==> src/rtl/clint_bus_arbiter.sv <==
// Round-robin arbiter sharing one CLINT slave port among N_REQ native-bus requesters.
// One transaction in flight; a watchdog aborts transactions the slave never answers.
module clint_bus_arbiter #(
   parameter int unsigned ADDR_W    = 32,
   parameter int unsigned DATA_W    = 32,
   parameter int unsigned N_REQ     = 2,
   parameter int unsigned TIMEOUT_W = 4
) (
   input  logic                          clk,
   input  logic                          reset,
   input  logic [N_REQ-1:0]              req_valid,
   input  logic [N_REQ*ADDR_W-1:0]       req_address,
   input  logic [N_REQ*DATA_W-1:0]       req_wdata,
   input  logic [N_REQ*(DATA_W/8)-1:0]   req_wstrb,
   output logic [DATA_W-1:0]             req_rdata,
   output logic [N_REQ-1:0]              req_ready,
   output logic                          valid,
   output logic [ADDR_W-1:0]             address,
   output logic [DATA_W-1:0]             wdata,
   output logic [DATA_W/8-1:0]           wstrb,
   input  logic [DATA_W-1:0]             rdata,
   input  logic                          ready,
   output logic                          timeout
);

   localparam int unsigned SW   = DATA_W / 8;
   localparam int unsigned IW   = (N_REQ > 1) ? $clog2(N_REQ) : 1;
   localparam int unsigned TMAX = (2 ** TIMEOUT_W) - 1;

   typedef enum logic [1:0] {IDLE, BUSY, RESP} state_t;

   state_t                state, state_nxt;
   logic [IW-1:0]         rr_ptr, rr_ptr_nxt;
   logic [IW-1:0]         gnt, gnt_nxt;
   logic [TIMEOUT_W-1:0]  cnt, cnt_nxt;
   logic                  valid_nxt, timeout_nxt;
   logic [ADDR_W-1:0]     address_nxt;
   logic [DATA_W-1:0]     wdata_nxt, req_rdata_nxt;
   logic [SW-1:0]         wstrb_nxt;
   logic [N_REQ-1:0]      req_ready_nxt;
   logic                  found;
   logic [IW-1:0]         pick;

   // First valid requester at or after rr_ptr, wrapping modulo N_REQ.
   always_comb begin
      found = 1'b0;
      pick  = '0;
      for (int unsigned k = 0; k < N_REQ; k++) begin
         int unsigned idx;
         idx = 32'(rr_ptr) + k;
         if (idx >= N_REQ) idx = idx - N_REQ;
         if (!found && req_valid[IW'(idx)]) begin
            found = 1'b1;
            pick  = IW'(idx);
         end
      end
   end

   always_comb begin
      state_nxt     = state;
      rr_ptr_nxt    = rr_ptr;
      gnt_nxt       = gnt;
      cnt_nxt       = cnt;
      valid_nxt     = valid;
      address_nxt   = address;
      wdata_nxt     = wdata;
      wstrb_nxt     = wstrb;
      req_rdata_nxt = req_rdata;
      req_ready_nxt = '0;
      timeout_nxt   = 1'b0;
      case (state)
         IDLE: begin
            if (found) begin
               gnt_nxt     = pick;
               address_nxt = req_address[ADDR_W*32'(pick) +: ADDR_W];
               wdata_nxt   = req_wdata[DATA_W*32'(pick) +: DATA_W];
               wstrb_nxt   = req_wstrb[SW*32'(pick) +: SW];
               valid_nxt   = 1'b1;
               rr_ptr_nxt  = (32'(pick) == N_REQ - 1) ? '0 : IW'(pick + IW'(1));
               cnt_nxt     = '0;
               state_nxt   = BUSY;
            end else begin
               valid_nxt = 1'b0;
            end
         end
         BUSY: begin
            // Slave response takes priority over a simultaneous watchdog expiry.
            if (ready) begin
               req_rdata_nxt = rdata;
               req_ready_nxt = N_REQ'(1) << gnt;
               valid_nxt     = 1'b0;
               state_nxt     = RESP;
            end else if (cnt == TIMEOUT_W'(TMAX - 1)) begin
               req_rdata_nxt = '0;
               req_ready_nxt = N_REQ'(1) << gnt;
               timeout_nxt   = 1'b1;
               valid_nxt     = 1'b0;
               state_nxt     = RESP;
            end else begin
               cnt_nxt = cnt + TIMEOUT_W'(1);
            end
         end
         RESP: begin
            state_nxt = IDLE;
         end
         default: begin
            state_nxt = IDLE;
            valid_nxt = 1'b0;
         end
      endcase
   end

   always_ff @(posedge clk) begin
      if (reset) begin
         state     <= IDLE;
         rr_ptr    <= '0;
         gnt       <= '0;
         cnt       <= '0;
         valid     <= 1'b0;
         address   <= '0;
         wdata     <= '0;
         wstrb     <= '0;
         req_rdata <= '0;
         req_ready <= '0;
         timeout   <= 1'b0;
      end else begin
         state     <= state_nxt;
         rr_ptr    <= rr_ptr_nxt;
         gnt       <= gnt_nxt;
         cnt       <= cnt_nxt;
         valid     <= valid_nxt;
         address   <= address_nxt;
         wdata     <= wdata_nxt;
         wstrb     <= wstrb_nxt;
         req_rdata <= req_rdata_nxt;
         req_ready <= req_ready_nxt;
         timeout   <= timeout_nxt;
      end
   end

endmodule

==> config.mk <==
export PLATFORM = sky130hd
export DESIGN_NAME = clint_bus_arbiter
export DESIGN_NICKNAME = d
export VERILOG_FILES = /design/src/rtl/clint_bus_arbiter.sv
export SDC_FILE = /design/constraint.sdc
export NUM_CORES = 1
export LEC_CHECK = 0
export CORE_ASPECT_RATIO = 0.5
export CORE_UTILIZATION = 38
export DETAILED_ROUTE_END_ITERATION = 10
export GPL_TIMING_DRIVEN = 1
export PLACE_DENSITY = 0.79
export SYNTH_ARGS = -nofsm -noshare
export SYNTH_HDL_FRONTEND = slang
export SYNTH_SLANG_ARGS = --single-unit
==> constraint.sdc <==
create_clock -name clk -period 1.9 [get_ports clk]
set_clock_uncertainty 0.15 [all_clocks]
set_input_delay 0.19 -clock clk [delete_from_list [all_inputs] [get_ports clk]]
set_output_delay 0.19 -clock clk [all_outputs]
set_load 0.01 [all_outputs]
# After elaboration in Yosys (flattened, before gate mapping)
# Cells that the tools add are included.
dict set report totals {
  reg_bits 112
  elab_cells 73
}
dict set report classes {
  reduce_logical 12
  magnitude_cmp 4
  n_mux 28
  eq_ne 7
  n_bitwise 2
  n_shift 4
  add_sub_neg 5
}
# operator n
set op_table {}
lappend op_table {{$shiftx 64x7->32} 2}
lappend op_table {{$mux 32} 2}
lappend op_table {{$mux 1} 15}
lappend op_table {{$mux 4} 3}
lappend op_table {{$mux 2} 5}
lappend op_table {{$pmux 4 s2} 1}
lappend op_table {{$reduce_and 2->1} 4}
lappend op_table {{$shiftx 8x4->4} 1}
lappend op_table {{$ne 2x2->1 const B} 3}
lappend op_table {{$add 4x1->4 const B} 1}
lappend op_table {{$eq 4x4->1 const B} 1}
lappend op_table {{$lt 1x2->1 const B} 2}
lappend op_table {{$pmux 2 s2} 1}
lappend op_table {{$reduce_and 4->1} 1}
lappend op_table {{$reduce_bool 2->1} 2}
lappend op_table {{$ne 3x3->1 const B} 1}
lappend op_table {{$pmux 1 s3} 1}
lappend op_table {{$reduce_or 3->1} 1}
lappend op_table {{$add 1x1->2 const B} 1}
lappend op_table {{$eq 2x1->1 const B} 1}
lappend op_table {{$eq 2x2->1 const B} 1}
lappend op_table {{$ge 1x2->1 const B} 1}
lappend op_table {{$ge 2x2->1 const B} 1}
lappend op_table {{$logic_not 2->1} 1}
lappend op_table {{7 further kinds} 9}

# Logic depth before layout (Yosys ltp)
# Gate-level depths: netlist of the first run.
dict set report logic_depth {
  depth_word 10
  ltp_mapped 6
}

# Least setup slack after synthesis of the first run
# Ideal clock, no wire load.
dict set report synth_timing {
  path_type {reg2reg}
  startpoint {register cnt[0]}
  endpoint {register valid}
  setup_time_ns 0.070
  arrival_time_ns 1.433
  path_stages_with_launch 7
  slack_ns 0.247
  path_buffers 1
  path_cell_list {dfxtp_1 -> inv_1 -> ha_1 -> a31oi_1 -> clkbuf_1 -> nand4b_1 -> a21oi_1}
}
dict set report synth_between {
  elab_chain_cells 3
}
# item line
set synth_lines {}
lappend synth_lines {{start: declaration} 35} ;# logic [TIMEOUT_W-1:0] cnt, cnt_nxt;
lappend synth_lines {{start signal: assignment} 130} ;# cnt <= cnt_nxt;
lappend synth_lines {{$eq 4x4->1} 93} ;# end else if (cnt == TIMEOUT_W'(TMAX - 1)) begin
lappend synth_lines {{$ne 3x3->1 (no line)} --}
lappend synth_lines {{$reduce_and 2->1 (no line)} --}
lappend synth_lines {{end signal: assignment} 131} ;# valid <= valid_nxt;
lappend synth_lines {{end: declaration} 17} ;# output logic valid,
# No other way between the ends.
# A chain may end at the register's enable or synchronous reset.

# Worst setup path after layout of the first run
dict set report layout_timing {
  startpoint {register cnt[0]}
  endpoint {register cnt[0]}
}
dict set report layout_between {
  elab_chain_cells 4
  word_cells_on_any_way 7
}
# item line
set layout_lines {}
lappend layout_lines {{$add 4x1->4} 100} ;# cnt_nxt = cnt + TIMEOUT_W'(1);
lappend layout_lines {{$mux 4} 93}
lappend layout_lines {{$mux 4} 88} ;# if (ready) begin
lappend layout_lines {{$pmux 4 s2} 71} ;# case (state)
# Parallel ways exist; a longest one is shown, timed or not. The select of a mux whose other input is x is not followed.

==> impl_metrics.ini, run 1 <==
[die]
initial_core_util_pct = 39.51
die_h_um = 80.81
die_w_um = 159.6
ios = 277
die_area_mm2 = 0.01290
rows = 28
core_area_mm2 = 0.01195

[cells_and_area]
antenna_cells = 0
nets = 1019
syn_to_final_growth_pct = 71.08
final_cell_count_no_fill = 1014
n_fill_cell = 997
drive_gt1_share_pct = 6.478

[clock_tree]
clk-insertion-delay-late_ps = 350
root_buffer = clkbuf_16
clk_path_buf_depth = 2
clock-sinks = 112
postCtsSetupBuffers = 0
cts_tree = done
htreeDepth = 3
numCtsBuffers = 9
cts.clk_slew.worst_paths_ps = 80

[setup_path]
cp-endpoint = cnt[0]
cp_data_arrival_time_ps = 1890
cp.required_ps = 2010
crit_type = flop to flop
regToRegSetupSlack_ps = 130
r2r_start = cnt[0]
reg2reg_to = cnt[0]
crit_start = cnt[0]
crit_fanout = 7
startpoint_type = flop
reg2reg_depth = 5
critPathCaptureType = flop

[grt]
grt_pass1_vias = 5229
grt.total_usage_pct = 25.95
grt_max_degree = 72
grt_pass1_wl_mm = 26.72
antenna_found_initial = 0
gr-total-overflow = 0

[logic_synthesis]
synth.distinct_cells = 33
synth_edf_count = 0
syn_inst = 597
syn_nets = 772
yosysMostFrequentCell = nand3_1
synth_top_area_share_pct = 47.51
ys_ff_latch = 112
postSynth.asyncResetShare_pct = 0
ys_top_cells_by_count = nand3_1, dfxtp_1, o21ai_0
netlist_top_cells_area = dfxtp_1, nand3_1, o21ai_0, a31oi_1, clkbuf_1
syn_area_per_cell_um2 = 7.905
yosysSeqAreaShare_pct = 47.51
ys_warn_count = 0
synth_top_area_cell = dfxtp_1
ys.flop_type = dfxtp_1
syn-cell-area_mm2 = 0.004720

[placement]
dp_hpwl_mm = 12.01
dp_cells = 998
io_buffers = 276
pre_cts_slack_ps = 52.27
place_congestion = 0.8221

[run_status]
status = finished, final reports clean

[timing]
fmax_ghz = 0.5642
hold_slack_ps = 139.9
finalCriticalPeriod_ps = 1772
setup-violations-final = 0
finalSetupTns_ps = 0
max-slew-margin-rel_pct = 69.83
slew_violations = 0
timing.final.crit_share_pct = 93.28
tightest_slew_ps = 452.5
worst_slack_ps = 127.6
hold_viol_final = 0
rsz0062_at_grt = no

[detailed_routing]
dr.pass1.iters = 5
routed_wl_mm = 17.46
drt_iter0_markers = 562
ant_nets = 0
via_count = 5662
met1_length_mm = 7.323
wl_met3_um = 969
wl_per_cell_um = 17.22
topRoutingLayerUsed = met4
drc = 0
viasPerCell = 5.584
dr_wl_met2_mm = 8.623

[pwr]
cellPowerDensity_mw_per_mm2 = 758.8
leakage_nw = 2.750
fin_total_pwr_mw = 6.127
vdd_drop_max_mv = 0.4895

[run]
maxCapViolations = 0

[worst_hold_path]
hold_path_class = input port to flop
==> flip-flops by register name, indices dropped and copies added, names as in the netlist <==
| signal | cells |
|---|---|
| address | 32 |
| cnt | 4 |
| gnt | 1 |
| req_rdata | 32 |
| req_ready | 2 |
| rr_ptr | 1 |
| state | 2 |
| timeout | 1 |
| valid | 1 |
| wdata | 32 |
| wstrb | 4 |
==> layer usage <==
metal	global-route usage, %	vias up
met2	44.72	218
met4	10.96	0
met3	5.567	42
li1	-	2688
met1	32.04	2714
met5	0	-
==> power breakdown <==
part | leakage, nW | switching (mW) | internal (mW)
Sequential | 0.918 | 0.0855 | 2.52
Combinational | 1.68 | 0.700 | 0.832
Clock | 0.150 | 0.914 | 1.08
Total | 2.75 | 1.70 | 4.43
==> through the flow <==
| stage | instance area (µm²) | util (%) |
|---|---|---|
| after detailed placement | 7759 | 64.95 |
| after global routing | 8074 | 67.58 |
| after CTS | 8070 | 67.55 |
| final | 8074 | 67.58 |
| after floorplan | 4720 | - |
| after global placement | 7759 | 64.95 |
==> final cells by class <==
type | instances | area [µm²] | share of cell area (%)
Sequential cell | 112 | 2242 | 27.77
Clock buffer | 10 | 239.0 | 2.960
Clock inverter | 6 | 72.57 | 0.8988
Multi-Input combinational cell | 413 | 2226 | 27.57
Tap cell | 165 | 206.4 | 2.557
Timing Repair Buffer | 307 | 3084 | 38.20
Inverter | 1 | 3.754 | 0.04649
==> critical path: stages (launching register included) <==
cell	delay, ps
dfxtp_1	400
inv_1	80
ha_1	230
and3_1	260
or4_1	490
o31ai_1	80
==> cells by family (layout without fill, tap and decap cells) <==
kind of cell | count (synthesis) | in the layout | synth area share, %
fa+ha+maj | 2 | 2 | 0.5301
compound gates | 217 | 217 | 25.32
flops | 112 | 112 | 47.51
simple gates | 194 | 194 | 20.44
buf+inv | 72 | 324 | 6.204
==> cells in the final DEF, fill, tap and decap left out, drive strengths merged, types with 2 or more instances in the layout <==
cell type and instances:
nor3b 3, nand3 138, clkbuf 10, inv 4
a21oi 37, buf 32, o221ai 3, clkdlybuf4s50 275
nor2 2, ha 2, o21ai 103, dfxtp 112
a31oi 70, nand2b 2, or3 2, nor2b 3
nand2 35
==> repair_timing <==
| item | 4_1_cts | 5_1_grt |
|---|---|---|
| gates resized for setup | 0 | 1 |
| hold buffers | 0 | 0 |
| endpoints found under the setup margin | 0 | 5 |
==> how the worst min path moves through the flow <==
| stage | end | depth (start not counted) | startpoint |
|---|---|---|---|
| final | cnt[2] | 2 | reset |
| after global routing | cnt[1] | 2 | reset |
| after CTS | cnt[1] | 2 | reset |
| after detailed placement | req_ready[0] | 1 | gnt |
| after global placement | req_ready[0] | 1 | gnt |
| after floorplan | state[1] | 1 | reset |
Note: power is estimated with default switching activity, not from simulation.
==> run 2, diff against run 1 <==
--- a/config.mk
+++ b/config.mk
@@ -6,10 +6,9 @@
 export NUM_CORES = 1
 export LEC_CHECK = 0
 export CORE_ASPECT_RATIO = 0.5
-export CORE_UTILIZATION = 38
+export CORE_UTILIZATION = 34
 export DETAILED_ROUTE_END_ITERATION = 10
-export GPL_TIMING_DRIVEN = 1
-export PLACE_DENSITY = 0.79
+export PLACE_DENSITY = 0.74
 export SYNTH_ARGS = -nofsm -noshare
 export SYNTH_HDL_FRONTEND = slang
 export SYNTH_SLANG_ARGS = --single-unit
==> constraint.sdc (replaced) <==
create_clock -name clk -period 1.4 [get_ports clk]
set_clock_uncertainty 0.15 [all_clocks]
set_input_delay 0.14 -clock clk [delete_from_list [all_inputs] [get_ports clk]]
set_output_delay 0.14 -clock clk [all_outputs]
set_load 0.01 [all_outputs]
==> impl_metrics.ini, run 2 (synthesis gave the netlist of run 1 again) <==
[detailed_routing]
ant_nets = 0
drc = 0
drt_iter0_markers = 559
wl_per_cell_um = 19.88
viasPerCell = 5.653
dr.pass1.iters = 5
via_count = 6094
routed_wl_mm = 21.43

[cells_and_area]
nets = 1062
final_core_util_pct = 72.25
syn_to_final_growth_pct = 100.5
largest_registers = address: 32 flops, req_rdata: 32 flops, wdata: 32 flops
final_cell_mix = clkdlybuf4s50_1, dfxtp_1, dlygate4sd2_1, nand3_1, o21ai_0
final_common_cell = clkdlybuf4s50_1
final_area_mm2 = 0.009464
antenna_cells = 0
drive_gt1_share_pct = 25.34
n_fill_cell = 933
final_cell_count_no_fill = 1078

[placement]
place_congestion = 0.8742
io_buffers = 276
dp_cells = 1027
dpl_cell_area_mm2 = 0.007973
dp_hpwl_mm = 11.80

[timing]
rsz0062_at_grt = yes
worst_slack_ps = -279.0
finalSetupTns_ps = -17690
tightest_slew_ps = 384.6
max-slew-margin-rel_pct = 74.36
setup-violations-final = 108
slew_violations = 0
finalCriticalPeriod_ps = 1679
fmax_ghz = 0.5956
hold_viol_final = 0
timing.final.crit_share_pct = 119.9

[die]
ios = 277
die_area_mm2 = 0.01439
initial_core_util_pct = 36.03
die_h_um = 85.31
rows = 29
core_area_mm2 = 0.01310
die_w_um = 168.6

[clock_tree]
clk_path_buf_depth = 2
cts.clk_slew.worst_paths_ps = 80
htreeDepth = 3
numCtsBuffers = 9
clk-insertion-delay-late_ps = 360
cts_tree = done
clock-sinks = 112
root_buffer = clkbuf_16

[run]
maxCapViolations = 0

[setup_path]
regToRegSetupSlack_ps = -280
critPathCaptureType = flop
startpoint_type = flop
cp_data_arrival_time_ps = 1770
cp.required_ps = 1490
crit_type = flop to flop
crit_fanout = 16

[pwr]
fin_total_pwr_mw = 8.843
vdd_drop_max_mv = 0.6585
leakage_nw = 3.762
cellPowerDensity_mw_per_mm2 = 934.4

[grt]
gr-total-overflow = 0
grt_pass1_wl_mm = 30.59
grt.total_usage_pct = 26.85
antenna_found_initial = 0
grt_max_degree = 42
grt_pass1_vias = 5893

[worst_hold_path]
hold_path_class = input port to flop

[run_status]
violations = negative setup slack
status = finished, violations left
[run 2: changes by cell type in the layout (fill, tap and decap cells not counted), moves of 11 or more]
| cell | previous run | this run |
|---|---|---|
| a21oi_1 | 37 | 16 |
| o21ai_1 | 0 | 20 |
| nand3_2 | 0 | 54 |
| dlygate4sd2_1 | 0 | 104 |
| buf_12 | 7 | 22 |
| clkdlybuf4s50_1 | 275 | 171 |
| nand2_1 | 35 | 6 |
| nand2_2 | 0 | 19 |
| a21oi_2 | 0 | 21 |
| o21ai_0 | 103 | 72 |
| buf_16 | 0 | 11 |
| nand3_1 | 138 | 84 |
[run 2: timing repair]
item                       in CTS  in global routing
hold endpoints to repair        4                  0
buffers inserted               14                  4
gates cloned                   13                  6
gates resized for setup       189                115
setup endpoints to repair     213                111
hold buffers                    1                  0
pin swaps                      52                 93
[run 2: stage by stage]
stage                     worst slack [ps]  hold slack (ps)
final                               -279.0            180.4
after CTS                           -181.8            174.8
after detailed placement            -373.5            223.7
after global placement              -349.7            217.9
after global routing                -328.5            192.2
after floorplan                     -175.6            77.78
[run 2: worst max-delay path: stages (launching register included)]
cell and delay (ps):
dfxtp_4 390, buf_6 110, buf_4 90, nand2b_1 190, clkbuf_16 280, o21ai_0 250, a21oi_1 110
[run 2: worst paths after layout]
kind / from / end / depth (start not counted)
max reg2reg: state[0] / req_rdata[6] / 6
min: rdata[4] / req_rdata[4] / 3
min reg2reg: gnt / req_ready[0] / 1
max: state[0] / req_rdata[6] / 6
[run 2: power breakdown]
part	leakage, nW	internal (mW)	switching, mW
registers	0.920	3.42	0.118
clock network	0.146	1.30	1.31
logic	2.70	1.42	1.28
[run 2: cell type report]
type	count	area, µm²	area share, %
repair buffers	350	3837	40.55
multi-input cells	413	2844	30.05
flip-flops and latches	112	2252	23.80
clock buffers	10	239.0	2.525
well taps	186	232.7	2.459
clock inverters	6	55.05	0.5817
inverters	1	3.754	0.03966
[run 2: metal layers]
layer	wire length, µm	global-route usage, %	share of wire, %	vias to the layer above
li1	-	-	-	2798
met1	8867	32.09	41	2969
met2	10590	47.72	49	271
met3	1324	5.877	6.2	56
met4	641	9.835	3.0	0
met5	0	0	0	-
